===== config.mk =====
export PLATFORM = sky130hd
export DESIGN_NAME = latch_bank_wr_seq
export DESIGN_NICKNAME = d
export VERILOG_FILES = /design/src/rtl/latch_bank_wr_seq_pkg.sv /design/src/rtl/latch_bank_wr_cnt.sv /design/src/rtl/latch_bank_wr_seq.sv
export SDC_FILE = /design/constraint.sdc
export NUM_CORES = 1
export LEC_CHECK = 0
export CAP_MARGIN = 10
export CORE_MARGIN = 2
export CORE_UTILIZATION = 53
export CTS_BUF_LIST = sky130_fd_sc_hd__clkbuf_2
export CTS_CLUSTER_DIAMETER = 30
export DETAILED_ROUTE_END_ITERATION = 8
export PLACE_DENSITY = 0.87
export SETUP_SLACK_MARGIN = 0.05
export SYNTH_ARGS = -nofsm -noshare
export SYNTH_HDL_FRONTEND = slang
export SYNTH_SLANG_ARGS = --single-unit

===== constraint.sdc =====
create_clock -name CLK -period 3.8 [get_ports CLK]
set_input_delay 1.14 -clock CLK [delete_from_list [all_inputs] [get_ports CLK]]
set_output_delay 1.14 -clock CLK [all_outputs]
set_load 0.01 [all_outputs]

===== src/rtl/latch_bank_wr_seq_pkg.sv =====
// Shared types and constants for the latch-bank write sequencer.
package latch_bank_wr_seq_pkg;

    // Pulse/clear width counter is 4 bits, enough for widths of 1..15 cycles.
    localparam int unsigned CNT_W = 4;

    typedef enum logic [2:0] {
        ST_IDLE  = 3'd0,
        ST_SETUP = 3'd1,
        ST_PULSE = 3'd2,
        ST_HOLD  = 3'd3,
        ST_CLEAR = 3'd4
    } state_e;

    // Counter load value for a width of cyc cycles; terminal count fires at zero.
    function automatic logic [CNT_W-1:0] pulse_load(input int unsigned cyc);
        return CNT_W'(cyc - 32'd1);
    endfunction

endpackage


===== src/rtl/latch_bank_wr_cnt.sv =====
// Loadable down-counter timing the latch-enable and latch-clear widths.
module latch_bank_wr_cnt
    import latch_bank_wr_seq_pkg::*;
(
    input  logic             clk,
    input  logic             rst_n,
    input  logic             load_c,
    input  logic [CNT_W-1:0] load_val,
    input  logic             dec_c,
    output logic             tc_c
);

    logic [CNT_W-1:0] cnt_q;
    logic [CNT_W-1:0] cnt_d;

    // Load has priority; decrement saturates at zero.
    always_comb begin
        cnt_d = cnt_q;
        if (load_c) begin
            cnt_d = load_val;
        end else if (dec_c && (cnt_q != '0)) begin
            cnt_d = cnt_q - CNT_W'(1);
        end
    end

    // Count register.
    always_ff @(posedge clk or negedge rst_n) begin
        if (!rst_n) begin
            cnt_q <= '0;
        end else begin
            cnt_q <= cnt_d;
        end
    end

    assign tc_c = (cnt_q == '0);

endmodule


===== src/rtl/latch_bank_wr_seq.sv =====
// Write sequencer for a bank of level-sensitive latches: D setup, E pulse, D hold, and bank clear.
module latch_bank_wr_seq
    import latch_bank_wr_seq_pkg::*;
#(
    parameter int unsigned WORDS     = 8,
    parameter int unsigned WIDTH     = 8,
    parameter int unsigned PULSE_CYC = 1
) (
    input  logic                     CLK,
    input  logic                     RN,
    input  logic                     REQ_VALID,
    output logic                     REQ_READY,
    input  logic [$clog2(WORDS)-1:0] REQ_ADDR,
    input  logic [WIDTH-1:0]         REQ_DATA,
    input  logic                     CLR_REQ,
    output logic [WIDTH-1:0]         LAT_D,
    output logic [WORDS-1:0]         LAT_E,
    output logic                     LAT_RN,
    output logic                     WR_DONE,
    output logic                     ADDR_ERR
);

    localparam int unsigned AW = $clog2(WORDS);
    localparam logic [CNT_W-1:0] CNT_LOAD = pulse_load(PULSE_CYC);

    state_e           state_q, state_d;
    logic [WIDTH-1:0] lat_d_q, lat_d_d;
    logic [WORDS-1:0] lat_e_q, lat_e_d;
    logic             lat_rn_q, lat_rn_d;
    logic             wr_done_q, wr_done_d;
    logic             addr_err_q, addr_err_d;
    logic [AW-1:0]    addr_q, addr_d;
    logic             addr_ok_q, addr_ok_d;
    logic             live_q, live_d;

    logic             cnt_load_c;
    logic             cnt_dec_c;
    logic             cnt_tc_c;
    logic             in_range_c;
    logic             ready_c;

    // Width timer shared by the enable pulse and the clear pulse.
    latch_bank_wr_cnt u_cnt (
        .clk      (CLK),
        .rst_n    (RN),
        .load_c   (cnt_load_c),
        .load_val (CNT_LOAD),
        .dec_c    (cnt_dec_c),
        .tc_c     (cnt_tc_c)
    );

    // Next state and next registered outputs; live_q holds off all activity for the first edge after reset.
    always_comb begin
        state_d    = state_q;
        lat_d_d    = lat_d_q;
        lat_e_d    = '0;
        lat_rn_d   = 1'b1;
        wr_done_d  = 1'b0;
        addr_err_d = 1'b0;
        addr_d     = addr_q;
        addr_ok_d  = addr_ok_q;
        live_d     = 1'b1;
        cnt_load_c = 1'b0;
        cnt_dec_c  = 1'b0;
        in_range_c = (32'(REQ_ADDR) < WORDS);
        ready_c    = (state_q == ST_IDLE) && live_q && !CLR_REQ;

        case (state_q)
            ST_IDLE: begin
                if (live_q) begin
                    if (CLR_REQ) begin
                        state_d    = ST_CLEAR;
                        lat_rn_d   = 1'b0;
                        cnt_load_c = 1'b1;
                    end else if (REQ_VALID) begin
                        state_d    = ST_SETUP;
                        lat_d_d    = REQ_DATA;
                        addr_d     = REQ_ADDR;
                        addr_ok_d  = in_range_c;
                        addr_err_d = !in_range_c;
                    end
                end
            end
            ST_SETUP: begin
                state_d    = ST_PULSE;
                cnt_load_c = 1'b1;
                if (addr_ok_q) begin
                    lat_e_d = WORDS'(1) << addr_q;
                end
            end
            ST_PULSE: begin
                if (cnt_tc_c) begin
                    state_d = ST_HOLD;
                end else begin
                    lat_e_d   = lat_e_q;
                    cnt_dec_c = 1'b1;
                end
            end
            ST_HOLD: begin
                state_d   = ST_IDLE;
                wr_done_d = 1'b1;
            end
            ST_CLEAR: begin
                if (cnt_tc_c) begin
                    state_d   = ST_IDLE;
                    wr_done_d = 1'b1;
                end else begin
                    lat_rn_d  = 1'b0;
                    cnt_dec_c = 1'b1;
                end
            end
            default: begin
                state_d = ST_IDLE;
            end
        endcase
    end

    // State and output registers; reset drops the enables and clears the bank immediately.
    always_ff @(posedge CLK or negedge RN) begin
        if (!RN) begin
            state_q    <= ST_IDLE;
            lat_d_q    <= '0;
            lat_e_q    <= '0;
            lat_rn_q   <= 1'b0;
            wr_done_q  <= 1'b0;
            addr_err_q <= 1'b0;
            addr_q     <= '0;
            addr_ok_q  <= 1'b0;
            live_q     <= 1'b0;
        end else begin
            state_q    <= state_d;
            lat_d_q    <= lat_d_d;
            lat_e_q    <= lat_e_d;
            lat_rn_q   <= lat_rn_d;
            wr_done_q  <= wr_done_d;
            addr_err_q <= addr_err_d;
            addr_q     <= addr_d;
            addr_ok_q  <= addr_ok_d;
            live_q     <= live_d;
        end
    end

    assign REQ_READY = ready_c;
    assign LAT_D     = lat_d_q;
    assign LAT_E     = lat_e_q;
    assign LAT_RN    = lat_rn_q;
    assign WR_DONE   = wr_done_q;
    assign ADDR_ERR  = addr_err_q;

endmodule


==> metrics.txt <==
global-route wire length before repair=4170 um; WP buf/inv=2; All-Layer GR Usage=21.5%; Netlist Area Pre-Place=1300 um^2; Post-CTS Setup Repair Bufs=0; die area=2860 um^2; Syn Nets=117; Seq pwr share=47.0%; Max stage delay on crit path=0.60 ns; Tmin final=3.72 ns; drt first pass iters=4; cell family with most CP delay=buffers and inverters; post-cts resize count=0; CTS clk-pin slew, worst paths=0.14 ns; clock skew=0.0174 ns; Hold Crit Class=reg -> reg; Port Buffers=33; ant diodes=0; clock latency on the worst-skew pair=0.36 ns; WHS Endpoint=LAT_E[3]; Worst EP arrival=2.58 ns; routability cong.=0.753; Vias=954; Setup CP Type=in -> out; antenna violations before repair=0; cell count after placement=158; most frequent CP cell=clkdlybuf4s50_1; Tot Pwr=0.00115 W; # rows=17; most frequent cells in the layout=clkdlybuf4s50_1 (33), dfrtp_1 (30), mux2_2 (12); CTS max path bufs=2; max_cap viols=0; Placement Setup Slack=0.0667 ns; CTS H-tree depth=2; R2R Path End=LAT_E[2]; pin count of the biggest net entering global routing=31; share of flip-flops with an asynchronous set or reset=100%; nets@finish=154; GR Overflow Total=0; distinct cell type count after synthesis=34; clock sinks=30; post-route insts no fill=165; Clk network pwr share=13.1%; DR DRC count=0; max-slew violations=0; Switching Share=35.8%; Inserted Clock Buffers=5; power per cell area=677 nW/um^2; Syn Inst Count=100; r2r worst-path depth=5; setup violators final=0; LEAKAGE=0.721 nW; CTS tree=built; Final ANT Viol Nets=0; Initial Utilization=57.5%; critical path's slowest cell=clkdlybuf4s50_1; critical path peak fanout=4; fill cell count=176; Area Growth Syn to Fin=30.6%; EDFF count, synth=0; worst vdd ir=593 uV; status=finished clean; Die Ht=53.5 um; biggest area consumer among synthesized cells=dfrtp_1; Peak Freq=269 MHz; r2r startpoint=u_cnt.cnt_q[0]; Logic pwr share=39.9%; vias in the first global route=904; RSZ-0062 raised after global routing=no; min-delay src=LAT_E[3]; synthesis-stage register bit count=30; final worst path period share=97.9%; I/O pins=35; hold_buf cts=0; final hold viol count=0; Avg Cell Area, Syn=13.0 um^2; Hold Crit Depth=1; r2r setup slk=1.89 ns; yosys warns=0; WL/cell=15.3 um; main area contributors after synthesis=dfrtp_1 (58%), mux2_2 (10%), a32o_1 (4.6%); Routed WL=2520 um; Int Power=0.000735 W; Core Area=2250 um^2; Setup TNS=0 ns; HPWL after DPL=1800 um; Synth top area share=57.9%; most common cell after layout, fill and taps aside=clkdlybuf4s50_1; layout cells sized above 1=18.2%; CP Data Required Time=2.66 ns; Setup crit end kind=output pin; post-synthesis sequential area ratio=57.9%; CP startpoint kind=input pin; vias per cell=5.78; die width=53.5 um; Top FF cell, synth=dfrtp_1; Sw Pwr=0.000411 W; Slew @ Worst Pin=0.713 ns; CP Cell Sequence=clkdlybuf4s50_1 > nor4bb_1 > clkdlybuf4s50_1; Root Buffer=clkbuf_2; Detailed Route Iter0 Violations=18; Final WS setup=0.0803 ns; slew margin rel.=52.4%
## per-layer routing
layer	share of wire, %	GRT usage [%]	vias to the layer above	routed length (um)
met4	1.2	7.69	0	31
met3	5.2	10.2	5	131
met5	0	0	-	0
met1	42	25.7	480	1060
met2	51	33.7	25	1290
li1	-	-	444	-
## registers in the layout, indices dropped and copies added, names as in the netlist
name	flops
addr_ok_q	1
LAT_RN	1
state_q	3
LAT_E	8
addr_q	3
live_q	1
LAT_D	8
WR_DONE	1
u_cnt.cnt_q	4
## power groups by stage
stage	combinational [W]	clock [W]	sequential, W
after detailed placement	0.000459	0	0.000541
after floorplan	0.000272	0	0.000523
final	0.000457	0.000150	0.000538
after global routing	0.000506	0.000170	0.000555
after global placement	0.000440	0	0.000531
after CTS	0.000462	0.000152	0.000536
## stage by stage
stage                     hold slack [ns]  util (%)  instance area (um^2)
after detailed placement            0.483      73.5                  1660
after global placement              0.463      73.5                  1660
after global routing                0.537      75.1                  1690
after CTS                           0.514      75.1                  1690
after floorplan                     0.448         -                  1300
final                               0.509      75.1                  1690
## cell usage after synthesis (all sizes together), types with 2 or more instances
| master | count |
|---|---|
| a32o | 6 |
| mux2i | 2 |
| a22o | 2 |
| nor3 | 2 |
| dfrtp | 30 |
| nand2 | 2 |
| buf | 3 |
| inv | 4 |
| o31ai | 2 |
| nand3b | 2 |
| or4 | 2 |
| o21ai | 2 |
| nor2 | 4 |
| xnor2 | 2 |
| nor4b | 3 |
| a21oi | 2 |
| clkbuf | 2 |
| ha | 2 |
| conb | 2 |
| mux2 | 12 |
## worst register-to-register path, delay by kind of cell, from the launching register on
family	cells	cell delay, ns
buffers and inverters	1	0.09
flip-flops	1	0.44
AO/OA/AOI/OAI	1	0.28
AND/OR/NAND/NOR	2	0.82
adder cells (fa/ha/maj)	1	0.18
## worst max path at each step
stage                        from   endpoint  slack, ns  cells after the start
after floorplan           CLR_REQ  REQ_READY       1.07                      1
after CTS                 CLR_REQ  REQ_READY       0.07                      3
after detailed placement  CLR_REQ  REQ_READY       0.07                      3
final                     CLR_REQ  REQ_READY       0.08                      3
after global placement    CLR_REQ  REQ_READY       0.22                      3
after global routing      CLR_REQ  REQ_READY       0.07                      3
## area by class of cell
class	instances	area, um^2	share of cell area [%]
sequential	30	751	44.3
timing repair buffer	35	345	20.4
multi-input combinational	61	512	30.2
tap	28	35.0	2.07
clock buffer	7	35.0	2.07
inverter	4	15.0	0.887
## logic make-up (layout without fill, tap and decap cells)
group | count (synthesis) | count (layout) | synth area share (%)
AOI/OAI and AO/OA | 17 | 17 | 10.5
xor gates and xnor gates | 2 | 2 | 1.35
adders and majority gates | 2 | 2 | 1.93
buffers and inverters | 9 | 46 | 3.09
DFF | 30 | 30 | 57.9
muxes | 14 | 14 | 12.0
other | 2 | 2 | 0.579
and+or+nand+nor | 24 | 24 | 12.6
Power figures use the tool's default switching activity.
